<file path="config.mk">
export PLATFORM = sky130hd
export DESIGN_NAME = uart_cmd_ctrl_flat
export DESIGN_NICKNAME = d
export VERILOG_FILES = /design/src/rtl/uart_cmd_ctrl_if.sv /design/src/rtl/uart_cmd_ctrl.sv /design/src/flat_wrapper.sv
export SDC_FILE = /design/constraint.sdc
export NUM_CORES = 1
export LEC_CHECK = 0
export BUFFER_PORTS_ARGS = -buffer_cell sky130_fd_sc_hd__buf_2
export CAP_MARGIN = 20
export CORE_ASPECT_RATIO = 0.6
export CORE_MARGIN = 5
export CORE_UTILIZATION = 55
export DETAILED_ROUTE_END_ITERATION = 12
export PLACE_DENSITY = 0.86
export SYNTH_ARGS = -nofsm -noshare
export SYNTH_HDL_FRONTEND = slang
export SYNTH_SLANG_ARGS = --single-unit
</file>
<file path="constraint.sdc">
create_clock -name clk -period 2.99 [get_ports clk]
set_clock_uncertainty 0.1 [all_clocks]
set_input_delay 0.299 -clock clk [delete_from_list [all_inputs] [get_ports clk]]
set_output_delay 0.299 -clock clk [all_outputs]
set_load 0.01 [all_outputs]
</file>
<file path="src/rtl/uart_cmd_ctrl_if.sv">
// Signal bundle between the UART byte stream, the actuator bank and uart_cmd_ctrl.
// slave: the controller side; master: the side that feeds and observes it.
interface uart_cmd_ctrl_if;
   logic [7:0] rx_byte;
   logic       rx_done;
   logic       tx_busy;
   logic [7:0] tx_byte;
   logic       tx_start;
   logic [1:0] act_addr;
   logic [7:0] act_data;
   logic       act_wr;
   logic [3:0] act_en;
   logic       frame_err;
   logic [7:0] err_cnt;

   modport master (
      output rx_byte, rx_done, tx_busy,
      input  tx_byte, tx_start, act_addr, act_data, act_wr, act_en, frame_err, err_cnt
   );

   modport slave (
      input  rx_byte, rx_done, tx_busy,
      output tx_byte, tx_start, act_addr, act_data, act_wr, act_en, frame_err, err_cnt
   );
endinterface

</file>
<file path="src/rtl/uart_cmd_ctrl.sv">
// Framed UART command decoder driving a 4-channel actuator bank with ACK/NAK replies.
// Define UART_CMD_CSUM_EN for a 4-byte frame with a trailing XOR checksum.
module uart_cmd_ctrl #(
   parameter logic [15:0] TIMEOUT_CYC = 16'd1000,
   parameter logic [7:0]  HDR_BYTE    = 8'hA5
) (
   input logic            clk,
   input logic            rst,
   uart_cmd_ctrl_if.slave ctrl_io
);

   localparam logic [3:0] OpWrite  = 4'h1;
   localparam logic [3:0] OpEnable = 4'h2;
   localparam logic [7:0] RespAck  = 8'h06;
   localparam logic [7:0] RespNak  = 8'h15;

   typedef enum logic [2:0] {
      StIdle,
      StGetCmd,
      StGetData,
`ifdef UART_CMD_CSUM_EN
      StGetCsum,
`endif
      StExec,
      StResp
   } state_e;

   state_e      state_q, state_d;
   logic [15:0] tmo_q, tmo_d, tmo_inc;
   logic [3:0]  opcode_q, opcode_d;
   logic [1:0]  chan_q, chan_d;
`ifdef UART_CMD_CSUM_EN
   logic [1:0]  cmd_mid_q, cmd_mid_d;
   logic [7:0]  data_q, data_d;
`endif
   logic [7:0]  tx_byte_q, tx_byte_d;
   logic [1:0]  act_addr_q, act_addr_d;
   logic [7:0]  act_data_q, act_data_d;
   logic        act_wr_q, act_wr_d;
   logic [3:0]  act_en_q, act_en_d;
   logic        frame_err_q, frame_err_d;
   logic [7:0]  err_cnt_q, err_cnt_d;

   logic        tx_start;
   logic        in_get;
   logic        fin;
   logic        err;
   logic [7:0]  fin_data;
   logic        csum_ok;

   // The frame is executed on the edge that latches its final byte, so the actuator
   // strobe, enable update and error pulse are all visible during the EXEC cycle.
`ifdef UART_CMD_CSUM_EN
   assign fin_data = data_q;
   assign csum_ok  = (ctrl_io.rx_byte == (HDR_BYTE ^ {opcode_q, cmd_mid_q, chan_q} ^ data_q));
`else
   assign fin_data = ctrl_io.rx_byte;
   assign csum_ok  = 1'b1;
`endif

   always_comb begin
      state_d     = state_q;
      tmo_d       = tmo_q;
      tmo_inc     = tmo_q + 16'd1;
      opcode_d    = opcode_q;
      chan_d      = chan_q;
`ifdef UART_CMD_CSUM_EN
      cmd_mid_d   = cmd_mid_q;
      data_d      = data_q;
`endif
      tx_byte_d   = tx_byte_q;
      act_addr_d  = act_addr_q;
      act_data_d  = act_data_q;
      act_wr_d    = 1'b0;
      act_en_d    = act_en_q;
      frame_err_d = 1'b0;
      err_cnt_d   = err_cnt_q;
      tx_start    = 1'b0;
      in_get      = 1'b0;
      fin         = 1'b0;
      err         = 1'b0;

      case (state_q)
         StIdle: begin
            tmo_d = '0;
            if (ctrl_io.rx_done && (ctrl_io.rx_byte == HDR_BYTE)) begin
               state_d = StGetCmd;
            end
         end
         StGetCmd: begin
            in_get = 1'b1;
            if (ctrl_io.rx_done) begin
               opcode_d  = ctrl_io.rx_byte[7:4];
               chan_d    = ctrl_io.rx_byte[1:0];
`ifdef UART_CMD_CSUM_EN
               cmd_mid_d = ctrl_io.rx_byte[3:2];
`endif
               state_d   = StGetData;
            end
         end
         StGetData: begin
            in_get = 1'b1;
            if (ctrl_io.rx_done) begin
`ifdef UART_CMD_CSUM_EN
               data_d  = ctrl_io.rx_byte;
               state_d = StGetCsum;
`else
               fin     = 1'b1;
               state_d = StExec;
`endif
            end
         end
`ifdef UART_CMD_CSUM_EN
         StGetCsum: begin
            in_get = 1'b1;
            if (ctrl_io.rx_done) begin
               fin     = 1'b1;
               state_d = StExec;
            end
         end
`endif
         StExec: begin
            state_d = StResp;
         end
         StResp: begin
            if (!ctrl_io.tx_busy) begin
               // Reset in this cycle must suppress the request, not just the next state.
               tx_start = !rst;
               state_d  = StIdle;
            end
         end
         default: begin
            state_d = StIdle;
         end
      endcase

      if (in_get) begin
         if (ctrl_io.rx_done) begin
            tmo_d = '0;
         end else if (tmo_inc >= TIMEOUT_CYC) begin
            tmo_d   = '0;
            err     = 1'b1;
            state_d = StIdle;
         end else begin
            tmo_d = tmo_inc;
         end
      end

      if (fin) begin
         tx_byte_d = RespAck;
         if (!csum_ok) begin
            tx_byte_d = RespNak;
            err       = 1'b1;
         end else if (opcode_q == OpWrite) begin
            act_wr_d   = 1'b1;
            act_addr_d = chan_q;
            act_data_d = fin_data;
         end else if (opcode_q == OpEnable) begin
            act_en_d[chan_q] = fin_data[0];
         end else begin
            tx_byte_d = RespNak;
            err       = 1'b1;
         end
      end

      if (err) begin
         frame_err_d = 1'b1;
         if (err_cnt_q != 8'hFF) begin
            err_cnt_d = err_cnt_q + 8'd1;
         end
      end
   end

   always_ff @(posedge clk) begin
      if (rst) begin
         state_q     <= StIdle;
         tmo_q       <= '0;
         opcode_q    <= '0;
         chan_q      <= '0;
`ifdef UART_CMD_CSUM_EN
         cmd_mid_q   <= '0;
         data_q      <= '0;
`endif
         tx_byte_q   <= '0;
         act_addr_q  <= '0;
         act_data_q  <= '0;
         act_wr_q    <= 1'b0;
         act_en_q    <= '0;
         frame_err_q <= 1'b0;
         err_cnt_q   <= '0;
      end else begin
         state_q     <= state_d;
         tmo_q       <= tmo_d;
         opcode_q    <= opcode_d;
         chan_q      <= chan_d;
`ifdef UART_CMD_CSUM_EN
         cmd_mid_q   <= cmd_mid_d;
         data_q      <= data_d;
`endif
         tx_byte_q   <= tx_byte_d;
         act_addr_q  <= act_addr_d;
         act_data_q  <= act_data_d;
         act_wr_q    <= act_wr_d;
         act_en_q    <= act_en_d;
         frame_err_q <= frame_err_d;
         err_cnt_q   <= err_cnt_d;
      end
   end

   assign ctrl_io.tx_byte   = tx_byte_q;
   assign ctrl_io.tx_start  = tx_start;
   assign ctrl_io.act_addr  = act_addr_q;
   assign ctrl_io.act_data  = act_data_q;
   assign ctrl_io.act_wr    = act_wr_q;
   assign ctrl_io.act_en    = act_en_q;
   assign ctrl_io.frame_err = frame_err_q;
   assign ctrl_io.err_cnt   = err_cnt_q;

endmodule
</file>
<file path="src/flat_wrapper.sv">
// flat-port wrapper written by rule: the top's interface ports become plain ports
module uart_cmd_ctrl_flat 
#(
   parameter logic [15:0] TIMEOUT_CYC = 16'd1000,
   parameter logic [7:0]  HDR_BYTE    = 8'hA5
)
  (clk, rst, ctrl_io_rx_byte, ctrl_io_rx_done, ctrl_io_tx_busy, ctrl_io_tx_byte, ctrl_io_tx_start, ctrl_io_act_addr, ctrl_io_act_data, ctrl_io_act_wr, ctrl_io_act_en, ctrl_io_frame_err, ctrl_io_err_cnt);
  uart_cmd_ctrl_if ctrl_io_i ();
  input logic clk;
  input logic rst;
  input wire logic [$bits(ctrl_io_i.rx_byte)-1:0] ctrl_io_rx_byte;
  input wire logic [$bits(ctrl_io_i.rx_done)-1:0] ctrl_io_rx_done;
  input wire logic [$bits(ctrl_io_i.tx_busy)-1:0] ctrl_io_tx_busy;
  output wire logic [$bits(ctrl_io_i.tx_byte)-1:0] ctrl_io_tx_byte;
  output wire logic [$bits(ctrl_io_i.tx_start)-1:0] ctrl_io_tx_start;
  output wire logic [$bits(ctrl_io_i.act_addr)-1:0] ctrl_io_act_addr;
  output wire logic [$bits(ctrl_io_i.act_data)-1:0] ctrl_io_act_data;
  output wire logic [$bits(ctrl_io_i.act_wr)-1:0] ctrl_io_act_wr;
  output wire logic [$bits(ctrl_io_i.act_en)-1:0] ctrl_io_act_en;
  output wire logic [$bits(ctrl_io_i.frame_err)-1:0] ctrl_io_frame_err;
  output wire logic [$bits(ctrl_io_i.err_cnt)-1:0] ctrl_io_err_cnt;
  assign ctrl_io_i.rx_byte = ctrl_io_rx_byte;
  assign ctrl_io_i.rx_done = ctrl_io_rx_done;
  assign ctrl_io_i.tx_busy = ctrl_io_tx_busy;
  assign ctrl_io_tx_byte = ctrl_io_i.tx_byte;
  assign ctrl_io_tx_start = ctrl_io_i.tx_start;
  assign ctrl_io_act_addr = ctrl_io_i.act_addr;
  assign ctrl_io_act_data = ctrl_io_i.act_data;
  assign ctrl_io_act_wr = ctrl_io_i.act_wr;
  assign ctrl_io_act_en = ctrl_io_i.act_en;
  assign ctrl_io_frame_err = ctrl_io_i.frame_err;
  assign ctrl_io_err_cnt = ctrl_io_i.err_cnt;
  uart_cmd_ctrl #(.TIMEOUT_CYC(TIMEOUT_CYC), .HDR_BYTE(HDR_BYTE)) u_core (.clk(clk), .rst(rst), .ctrl_io(ctrl_io_i));
endmodule
</file>
==> summary.md, run 1 <==
| Metric | Value |
|---|---|
| DR iter-0 viols | `roughly 190` |
| Die Height | `between 60 and 70 um` |
| Max-cap violation count | `0` |
| Total track usage | `a little under a fifth` |
| Core area | `approximately 4600 um2` |
| Avg Vias per Cell | `about 5.8` |
| Total clock sinks | `52` |
| Worst Hold Class | `in -> reg` |
| Final ANT Viol Nets | `0` |
| Clock Path Buffers | `2` |
| Final Slew Violations | `0` |
| PwrDens | `slightly above 400 nW/um2` |
| Most frequent cells in the layout | `dfxtp_1 (52), nor2_1 (42), buf_2 (40), mux2i_1 (20), nand3_1 (19)` |
| Largest net degree at the start of global routing | `37` |
| #FFs+latches synth | `52` |
| Final setup vio count | `0` |
| Crit. End Element | `register` |
| Initial antenna violation count | `0` |
| Setup Buffers After CTS | `0` |
| Clock Latency Late Sink | `approximately 0.30 ns` |
| H-tree levels | `2` |
| Worst Setup Start Kind | `register` |
| CTS tree | `yes` |
| NumNets Final | `roughly 330` |
| Setup TNS | `0 ns` |
| Port bufs | `40` |
| Die W | `around 99 um` |
| FP Rows | `19` |
| Cts hold-fix bufs | `0` |
| Worst hold margin | `approximately 0.16 ns` |
| Crit Path Max Fanout | `7` |
| Post-synth cell types | `55` |
| Minimum clock period | `approximately 2.8 ns` |
| Slew HR | `~55%` |
| Clock Tree Root | `clkbuf_8` |
| Required time worst endpoint | `3.08 ns` |
| CP Class | `reg -> reg` |
| Worst-path clk slew | `around 0.09 ns` |
| Cts repair resizes | `0` |
| CP top delay family | `compound AO/OA/AOI/OAI gates` |
| Async SR Flop Fraction | `0%` |
| CP Buf/Inv Count | `0` |
| Syn-to-layout area delta | `9.691%` |
| Synth Cell Area | `approximately 2600 um2` |
| Post-synthesis average cell area | `approximately 8.9 um2` |
| First-pass GRT wire length | `9515 um` |
| Vias in the first global route | `1950` |
| Vias | `roughly 2200` |
| Fin crit share | `between 90% and 100%` |
| Utilization after layout | `between 60 and 70%` |
| LEAKAGE | `approximately 1.2 nW` |
| Number of diodes | `0` |
| RSZ-0062 raised after global routing | `false` |
| Crit-path max cell delay | `roughly 0.43 ns` |
| Initial Utilization | `between 50 and 60%` |
| Post-DP HPWL | `4331 um` |
| Residual DRC | `0` |
| Commonest non-fill, non-tap cell in the layout | `dfxtp_1` |
| IO Count | `between 40 and 50` |
| Crit-path cells | `ha_1, nand4_2, xnor2_1, nand3_1, a221o_1, a31o_2, a211oi_1, mux2_2` |
| Final hold vios | `0` |
| Die area | `between 6000 and 7000 um2` |
| Ys flop type | `dfxtp_1` |
| Sequential fraction of the synthesis area | `roughly two fifths` |
| Fmax | `351.7 MHz` |
| Wire per inst | `15.35 um` |
| Status | `finished, final reports clean` |
| Post-synth EDFFs | `0` |
| GP Congestion | `between 0.9 and 1` |
| Share of cells above drive strength 1 | `21.50%` |
| CP arrival | `between 2 and 3 ns` |
| Synthesized instance count | `290` |
| Num CTS Buffers | `5` |
| CP max stage cell | `a221o_1` |
| Footprint of the multi-input gates | `1388 um2` |
| Yosys warnings | `0` |
| Worst slew pin tran | `approximately 0.68 ns` |
| Fill cells | `404` |
| FF/Latch Area | `1041 um2` |
| VDD IR max | `0.2879 mV` |
| GR Overflow Total | `0` |
| DRT Pass-1 Iters | `4` |
| Final wirelength | `~5900 um` |
-- cell type report --
type,count,area share [%]
timing repair buffer,43,7.824
sequential,52,36.57
inverter,7,0.9231
tap,63,2.769
multi-input combinational,211,48.75
clock buffer,8,3.165
-- power by group --
group	internal, mW	total (mW)	switching (mW)	leakage, nW
Sequential	0.695	0.698	0.00331	0.419
Clock	0.189	0.402	0.213	0.0455
Combinational	0.0172	0.0507	0.0335	0.757
-- worst reg2reg max path: stages (launching register included) --
cell,delay [ns]
dfxtp_1,0.41
ha_1,0.30
nand4_2,0.22
xnor2_1,0.22
nand3_1,0.09
a221o_1,0.43
a31o_2,0.28
a211oi_1,0.32
mux2_2,0.37
-- stage by stage --
step | power [mW] | instances | cell area, um2 | worst slack, ns
5_1_grt | 1.200 | 384 | 2846 | 0.01572
6_report | 1.151 | 384 | 2846 | 0.1466
2_1_floorplan | 0.7514 | 293 | 2606 | 0.4934
4_1_cts | 1.159 | 384 | 2846 | 0.2113
3_3_place_gp | 0.7624 | 376 | 2756 | 0.3559
3_5_place_dp | 0.7636 | 376 | 2756 | 0.2304
-- Yosys cell counts (7+ instances only) --
library cell	instances	area, um2
dfxtp_1	52	1041
nor2_1	42	157.7
mux2i_1	20	200.2
nand3_1	19	95.09
nand2_1	11	41.29
a21oi_1	10	50.05
nor2b_1	10	62.56
clkbuf_1	8	30.03
inv_1	7	26.28
o31ai_1	7	52.55
-- per-layer routing --
layer,wire length (um),vias up,global-route usage [%],share of wire [%]
li1,-,1083,-,-
met1,2893,1047,28.41,49
met2,2563,77,25.84,43
met3,412,2,4.300,7.0
met4,27,0,4.770,0.46
met5,0,-,0,0
-- path summary, 6_finish.rpt --
path	end	slack, ns	start	cells past startpoint
worst max-delay path	u_core.ctrl_io.err_cnt[7]	0.15	u_core.tmo_q[1]	8
worst min-delay path	u_core.ctrl_io.act_data[3]	0.16	ctrl_io_rx_byte[3]	3
worst max register to register	u_core.ctrl_io.err_cnt[7]	0.15	u_core.tmo_q[1]	8
worst min register to register	u_core.ctrl_io.act_en[2]	0.39	u_core.ctrl_io.act_en[2]	2
-- flip-flops by register name, summed over array words and instances, names as in the netlist --
register and count:
u_core.tmo_q 16, u_core.ctrl_io.frame_err 1, u_core.ctrl_io.err_cnt 8, u_core.chan_q 2
u_core.ctrl_io.act_en 4, u_core.ctrl_io.act_data 8, u_core.state_q 3, u_core.ctrl_io.act_wr 1
u_core.ctrl_io.tx_byte 3, u_core.ctrl_io.act_addr 2, u_core.opcode_q 4
-- logic make-up after synthesis --
kind of cell,count (synthesis),synth area share (%)
xor gates and xnor gates,8,2.700
adders and majority gates,2,0.9642
muxes,26,10.32
and+or+nand+nor,127,26.95
AOI/OAI and AO/OA,44,11.96
buffers and inverters,30,6.847
DFF,52,40.12
other,1,0.1445
Note: power is estimated with default switching activity, not from simulation.
==> inputs of run 2 (changes only) <==
Settings changed: CELL_PAD_IN_SITES_DETAIL_PLACEMENT set to 1, CELL_PAD_IN_SITES_GLOBAL_PLACEMENT set to 1, CORE_UTILIZATION 55 to 42.
==> run 2 against run 1 <==
Count of clock-buffer cells in the layout decreased by 2. Worst setup slack improved by 0.016 ns. Combinational power increased by 4.7%. Utilization decreased by 15 points. Sequential share of layout area decreased by 0.57 points. Sequential power about the same. Cell count increased by 5.7%. Fmax increased by 0.58%. Global-route usage decreased by 0.74 points. Via count increased by 0.59%. Clock power increased by 5%. Largest cell class unchanged.
==> summary.md, run 2 (same netlist as run 1, synthesis figures left out) <==
| Metric | Value |
|---|---|
| Status | `finished, final reports clean` |
| Post-DP Area | `2790 um2 (+1.2%)` |
| H-tree levels | `2 (unchanged)` |
| Crit. End Element | `register` |
| Die Height | `70.89 um (+12%)` |
| FP Rows | `22 (+3)` |
| Clock Path Buffers | `2 (unchanged)` |
| Num CTS Buffers | `5 (unchanged)` |
| Core area | `6056 um2 (+33%)` |
| Power Total | `1.172 mW (+1.8%)` |
| Vias | `2222 (+0.59%)` |
| CP Buf/Inv Count | `0 (unchanged)` |
| Clock Tree Root | `clkbuf_8` |
| CP Class | `reg -> reg` |
| DR iter-0 viols | `101 (-46%)` |
| Largest net degree at the start of global routing | `29 (-22%)` |
| CP top delay family | `compound AO/OA/AOI/OAI gates` |
| Worst Hold Class | `in -> reg` |
| Slew HR | `50.38% (-4.3 points)` |
| Final setup vio count | `0 (unchanged)` |
| IO Count | `45 (unchanged)` |
| Final ANT Viol Nets | `0 (unchanged)` |
| Cts hold-fix bufs | `0 (unchanged)` |
| Wire per inst | `16.65 um (+8.4%)` |
| Fill cells | `748 (+85%)` |
| VDD IR max | `0.2410 mV (-16%)` |
| Total track usage | `17.83% (-0.74 points)` |
| Layout Cells excl Fill | `406 (+5.7%)` |
| Die area | `7902 um2 (+27%)` |
| Max-cap violation count | `0 (unchanged)` |
| Fmax | `353.7 MHz (+0.58%)` |
| GP Congestion | `0.8329 (-12%)` |
| Hold Crit Depth | `3 (unchanged)` |
| Fin crit share | `94.55% (-0.55 points)` |
| Most frequent cells in the layout | `dfxtp_1 (52), nor2_1 (42), buf_2 (40), mux2i_1 (20), nand3_1 (19)` |
| Final wirelength | `6759 um (+15%)` |
| Placed cells | `398 (+5.9%)` |
| Final Slew Violations | `0 (unchanged)` |
| Port bufs | `40 (unchanged)` |
| Reg2Reg Depth | `8 (unchanged)` |
| Vias in the first global route | `2246 (+15%)` |
| FF/Latch Area | `1041 um2 (unchanged)` |
| Worst-path clk slew | `0.10 ns (about the same)` |
| Crit-path cells | `ha_2, nand4_2, xnor2_1, nand3_1, a221o_1, a31o_2, a211oi_1, mux2_2` |
| Post-Place Worst Slack | `0.1379 ns (-0.09246 ns)` |
| Share of cells above drive strength 1 | `22.36% (+0.86 points)` |
| CTS tree | `yes` |
| Initial antenna violation count | `0 (unchanged)` |
| Final hold vios | `0 (unchanged)` |
| GR Overflow Total | `0 (unchanged)` |
| RSZ-0062 raised after global routing | `true` |
| Syn-to-layout area delta | `11.43%` |
| Crit Path Max Fanout | `7 (unchanged)` |
| First-pass GRT wire length | `11510 um (+21%)` |
| Crit-path max cell delay | `0.44 ns (about the same)` |
| Clock Latency Late Sink | `0.32 ns (+0.02 ns)` |
| Initial Utilization | `42.85% (-14 points)` |
| Number of diodes | `0 (unchanged)` |
| Worst slew pin tran | `0.7423 ns (+0.06459 ns)` |
| Footprint of the multi-input gates | `1399 um2 (+0.81%)` |
| Total clock sinks | `52 (unchanged)` |
| NumNets Final | `335 (+0.30%)` |
| Setup TNS | `0 ns (unchanged)` |
| Commonest non-fill, non-tap cell in the layout | `dfxtp_1` |
| CP max stage cell | `a221o_1` |
| Worst Setup Start Kind | `register` |
| Final worst slack | `0.1629 ns (+0.01630 ns)` |
| Post-DP HPWL | `5182 um (+20%)` |
| Stages on worst setup path | `8 (unchanged)` |
| Avg Vias per Cell | `5.473 (-4.9%)` |
| PwrDens | `405.4 nW/um2 (+0.26%)` |
| Minimum clock period | `2.827 ns (-0.01630 ns)` |
| LEAKAGE | `1.232 nW (+0.93%)` |
| Residual DRC | `0 (unchanged)` |
| Top reg by flops | `u_core.tmo_q` |
| Required time worst endpoint | `3.10 ns (+0.02 ns)` |
| Max reg flops | `16 (unchanged)` |
| DRT Pass-1 Iters | `4 (unchanged)` |
| Design Area, Final | `2892 um2 (+1.6%)` |
| CP arrival | `2.93 ns (about the same)` |
| Die W | `111.5 um (+13%)` |
run 2: worst paths after layout:
kind	start	end	slack, ns
worst min-delay path	ctrl_io_rx_byte[2]	u_core.ctrl_io.act_data[2]	0.13
worst max-delay path	u_core.tmo_q[0]	u_core.ctrl_io.err_cnt[7]	0.16
worst max register to register	u_core.tmo_q[0]	u_core.ctrl_io.err_cnt[7]	0.16
worst min register to register	u_core.ctrl_io.act_en[2]	u_core.ctrl_io.act_en[2]	0.38
run 2: metrics by stage:
stage                     util, %  hold WS, ns
after floorplan                 -       0.3429
after global placement      46.07       0.3362
after detailed placement    46.07       0.3696
after CTS                   47.56       0.1327
after global routing        47.75       0.1303
final                       47.75       0.1313
run 2: repair_timing:
| item | CTS | global route |
|---|---|---|
| endpoints found under the hold margin | 0 | 0 |
| endpoints found under the setup margin | 0 | 9 |
| resized for setup | 0 | 2 |
| buffers inserted | 0 | 0 |
run 2: cell type report:
class | count | share of cell area, %
Timing Repair Buffer | 44 | 7.962
Sequential cell | 52 | 36.00
Clock inverter | 2 | 0.6058
Clock buffer | 6 | 2.510
Tap cell | 84 | 3.635
Multi-Input combinational cell | 211 | 48.38
Inverter | 7 | 0.9087
run 2: power by group:
part | leakage (nW) | switching [mW] | internal, mW
Combinational | 0.767 | 0.0347 | 0.0184
Sequential | 0.419 | 0.00367 | 0.695
Clock | 0.0462 | 0.249 | 0.172
run 2: worst min-delay path, delay by kind of cell:
family	cells	cell delay, ns
AND/OR/NAND/NOR	1	0.07
buffers and inverters	1	0.09
multiplexers	1	0.06
run 2: metal layers:
layer | share of wire [%] | vias to the layer above | track usage [%]
li1 | - | 1087 | -
met1 | 53 | 1095 | 25.22
met2 | 43 | 30 | 27.72
met3 | 2.5 | 10 | 3.162
met4 | 1.7 | 0 | 5.803
met5 | 0 | - | 0
==> inputs of run 3 (changes only) <==
Settings changed: CORE_UTILIZATION 42 to 44, CTS_BUF_LIST set to sky130_fd_sc_hd__clkbuf_4, PLACE_DENSITY 0.86 to 0.89.
==> run 3 against run 2 <==
Utilization is 2.5 points higher. Non-clock buffer count is 1 lower. Sequential cell count stayed put. Cell count is 1.5% lower. Design area is 1.8% lower. Sequential power hardly changed. Hold slack worse by 0.052 ns. Total power is 11% lower. Count of clock-buffer cells in the layout is 1 lower. Combinational power is 2% lower. Wire length is 4.3% lower. Largest cell class unchanged. Highest routed layer unchanged.
==> summary.md, run 3 (same netlist as run 1, synthesis figures left out) <==
| Metric | Value |
|---|---|
| Status | `finished, final reports clean` |
| Final worst slack | `0.2441 ns (+0.08126 ns)` |
| Worst Hold Class | `in -> reg` |
| Layout Cells excl Fill | `400 (-1.5%)` |
| Minimum clock period | `2.746 ns (-0.08126 ns)` |
| Final wirelength | `6469 um (-4.3%)` |
| PwrDens | `369.1 nW/um2 (-9.0%)` |
| IO Count | `45 (unchanged)` |
| Slew HR | `51.64% (+1.3 points)` |
| Number of diodes | `0 (unchanged)` |
| Die W | `109.1 um (-2.1%)` |
| LEAKAGE | `1.199 nW (-2.7%)` |
| Clk pwr share | `28.3% (-7.6 points)` |
| Crit-path cells | `ha_4, nand4_2, nor3_1, o2111ai_1, a221o_1, a31o_2, a211oi_1, mux2_2` |
| Crit Path Max Fanout | `7 (unchanged)` |
| Post-DP HPWL | `4909 um (-5.3%)` |
| First-pass GRT wire length | `11070 um (-3.8%)` |
| Logic pwr share | `5.0% (+0.5 points)` |
| Avg Vias per Cell | `5.378 (-1.7%)` |
| Vias in the first global route | `2213 (-1.5%)` |
| Fin crit share | `91.83% (-2.7 points)` |
| Worst Setup Start Kind | `register` |
| Sw frac | `23.98% (-0.50 points)` |
| CTS tree | `yes` |
| Die area | `7584 um2 (-4.0%)` |
| Fmax | `364.2 MHz (+3.0%)` |
| DR WL met3 | `276 um (+60%)` |
| P_sw | `251.2 uW (-12%)` |
| GR Overflow Total | `0 (unchanged)` |
| Share of cells above drive strength 1 | `22.50% (+0.14 points)` |
| Worst slew pin tran | `0.7234 ns (-0.01893 ns)` |
| Port bufs | `40 (unchanged)` |
| CP top delay family | `compound AO/OA/AOI/OAI gates` |
| Placed cells | `393 (-1.3%)` |
| GP Congestion | `0.8943 (+7.4%)` |
| Routed met2 length | `2819 um (-3.1%)` |
| Final Slew Violations | `0 (unchanged)` |
| Commonest non-fill, non-tap cell in the layout | `dfxtp_1` |
| Final setup vio count | `0 (unchanged)` |
| Residual DRC | `0 (unchanged)` |
| Die Height | `69.49 um (-2.0%)` |
| Clock Tree Root | `clkbuf_4` |
| Top reg by flops | `u_core.tmo_q` |
| H-tree levels | `2 (unchanged)` |
| Clock Latency Late Sink | `0.36 ns (+0.04 ns)` |
| CP arrival | `2.92 ns (about the same)` |
| FP Rows | `21 (-4.5%)` |
| Core area | `5649 um2 (-6.7%)` |
| Wire per inst | `16.17 um (-2.9%)` |
| Design Area, Final | `2839 um2 (-1.8%)` |
| Clock Path Buffers | `2 (unchanged)` |
| Seq pwr share | `66.8% (+7.2 points)` |
| Num CTS Buffers | `5 (unchanged)` |
| Syn-to-layout area delta | `9.402%` |
| Post-DP Area | `2778 um2 (-0.45%)` |
| Max-cap violation count | `0 (unchanged)` |
| Initial antenna violation count | `0 (unchanged)` |
| Worst-path clk slew | `0.14 ns (+0.04 ns)` |
| Total clock sinks | `52 (unchanged)` |
| Largest net degree at the start of global routing | `36 (+24%)` |
| Internal power | `796.5 uW (-10%)` |
| Power Total | `1.048 mW (-11%)` |
| Vias | `2151 (-3.2%)` |
| Total track usage | `18.08% (+0.25 points)` |
| Final ANT Viol Nets | `0 (unchanged)` |
| CP Buf/Inv Count | `0 (unchanged)` |
| Initial Utilization | `45.94% (+3.1 points)` |
| Final hold vios | `0 (unchanged)` |
| DR iter-0 viols | `86 (-15%)` |
| Max layer used | `met4` |
| NumNets Final | `334 (-0.30%)` |
| RSZ-0062 raised after global routing | `false` |
| Max reg flops | `16 (unchanged)` |
| R2R Setup Slk | `0.24 ns (+0.08 ns)` |
| CP Class | `reg -> reg` |
| Crit-path max cell delay | `0.46 ns (+0.02 ns)` |
| Setup TNS | `0 ns (unchanged)` |
| Most frequent cells in the layout | `dfxtp_1 (49), nor2_1 (42), buf_2 (40), mux2i_1 (20), nand3_1 (19)` |
| VDD IR max | `0.1793 mV (-26%)` |
| CP max stage cell | `dfxtp_1` |
| Wl on met1 | `3328 um (-6.5%)` |
| Post-Place Worst Slack | `0.1685 ns (+0.03059 ns)` |
| Required time worst endpoint | `3.16 ns (+0.06 ns)` |
| Setup Buffers After CTS | `0 (unchanged)` |
| DRT Pass-1 Iters | `4 (unchanged)` |
| Crit. End Element | `register` |
## run 3: cell count changes in the layout (fill, tap and decap cells not counted), moves of 2 or more
cell and delta:
clkbuf_4 +5, clkbuf_8 -5, clkinv_1 +2, dfxtp_2 +3
dfxtp_1 -3, inv_6 -2
## run 3: per-layer routing
metal / up-vias / GRT usage [%]
met5: - / 0
met4: 0 / 3.782
met3: 4 / 4.186
met2: 36 / 27.76
met1: 1030 / 25.71
li1: 1081 / -
## run 3: power groups by stage
stage,clock (mW),sequential (mW),combinational (mW)
2_1_floorplan,0,0.713,0.0384
3_3_place_gp,0,0.714,0.0499
3_5_place_dp,0,0.715,0.0514
4_1_cts,0.307,0.700,0.0517
5_1_grt,0.339,0.701,0.0571
6_report,0.296,0.700,0.0520
## run 3: area by class of cell
type                    count  area (um2)
clock buffers               5       37.54
clock inverters             2       7.507
fillers                   697        2810
inverters                   7       26.28
multi-input cells         211        1400
flip-flops and latches     52        1045
well taps                  80       100.1
repair buffers             43       222.7
## run 3: final timing paths
check	to	depth (start not counted)	start
max	u_core.ctrl_io.err_cnt[3]	8	u_core.tmo_q[1]
min	u_core.ctrl_io.act_data[2]	3	ctrl_io_rx_byte[2]
max reg2reg	u_core.ctrl_io.err_cnt[3]	8	u_core.tmo_q[1]
min reg2reg	u_core.ctrl_io.act_en[2]	2	u_core.ctrl_io.act_en[2]
## run 3: worst reg2reg max path, cell delays in order, from the launching register on
cell       delay, ns
dfxtp_1         0.46
ha_4            0.21
nand4_2         0.20
nor3_1          0.24
o2111ai_1       0.14
a221o_1         0.36
a31o_2          0.29
a211oi_1        0.29
mux2_2          0.36
## run 3: per-stage QoR
stage / util (%) / hold WS, ns
floorplan: - / 0.3429
global route: 50.25 / 0.08752
CTS: 49.97 / 0.06623
detailed placement: 49.17 / 0.3724
finish: 50.25 / 0.07908
global placement: 49.17 / 0.3490
## run 3: timing repair
action	CTS	global route
gates resized for setup	0	5
hold buffers	0	0
endpoints found under the setup margin	0	7
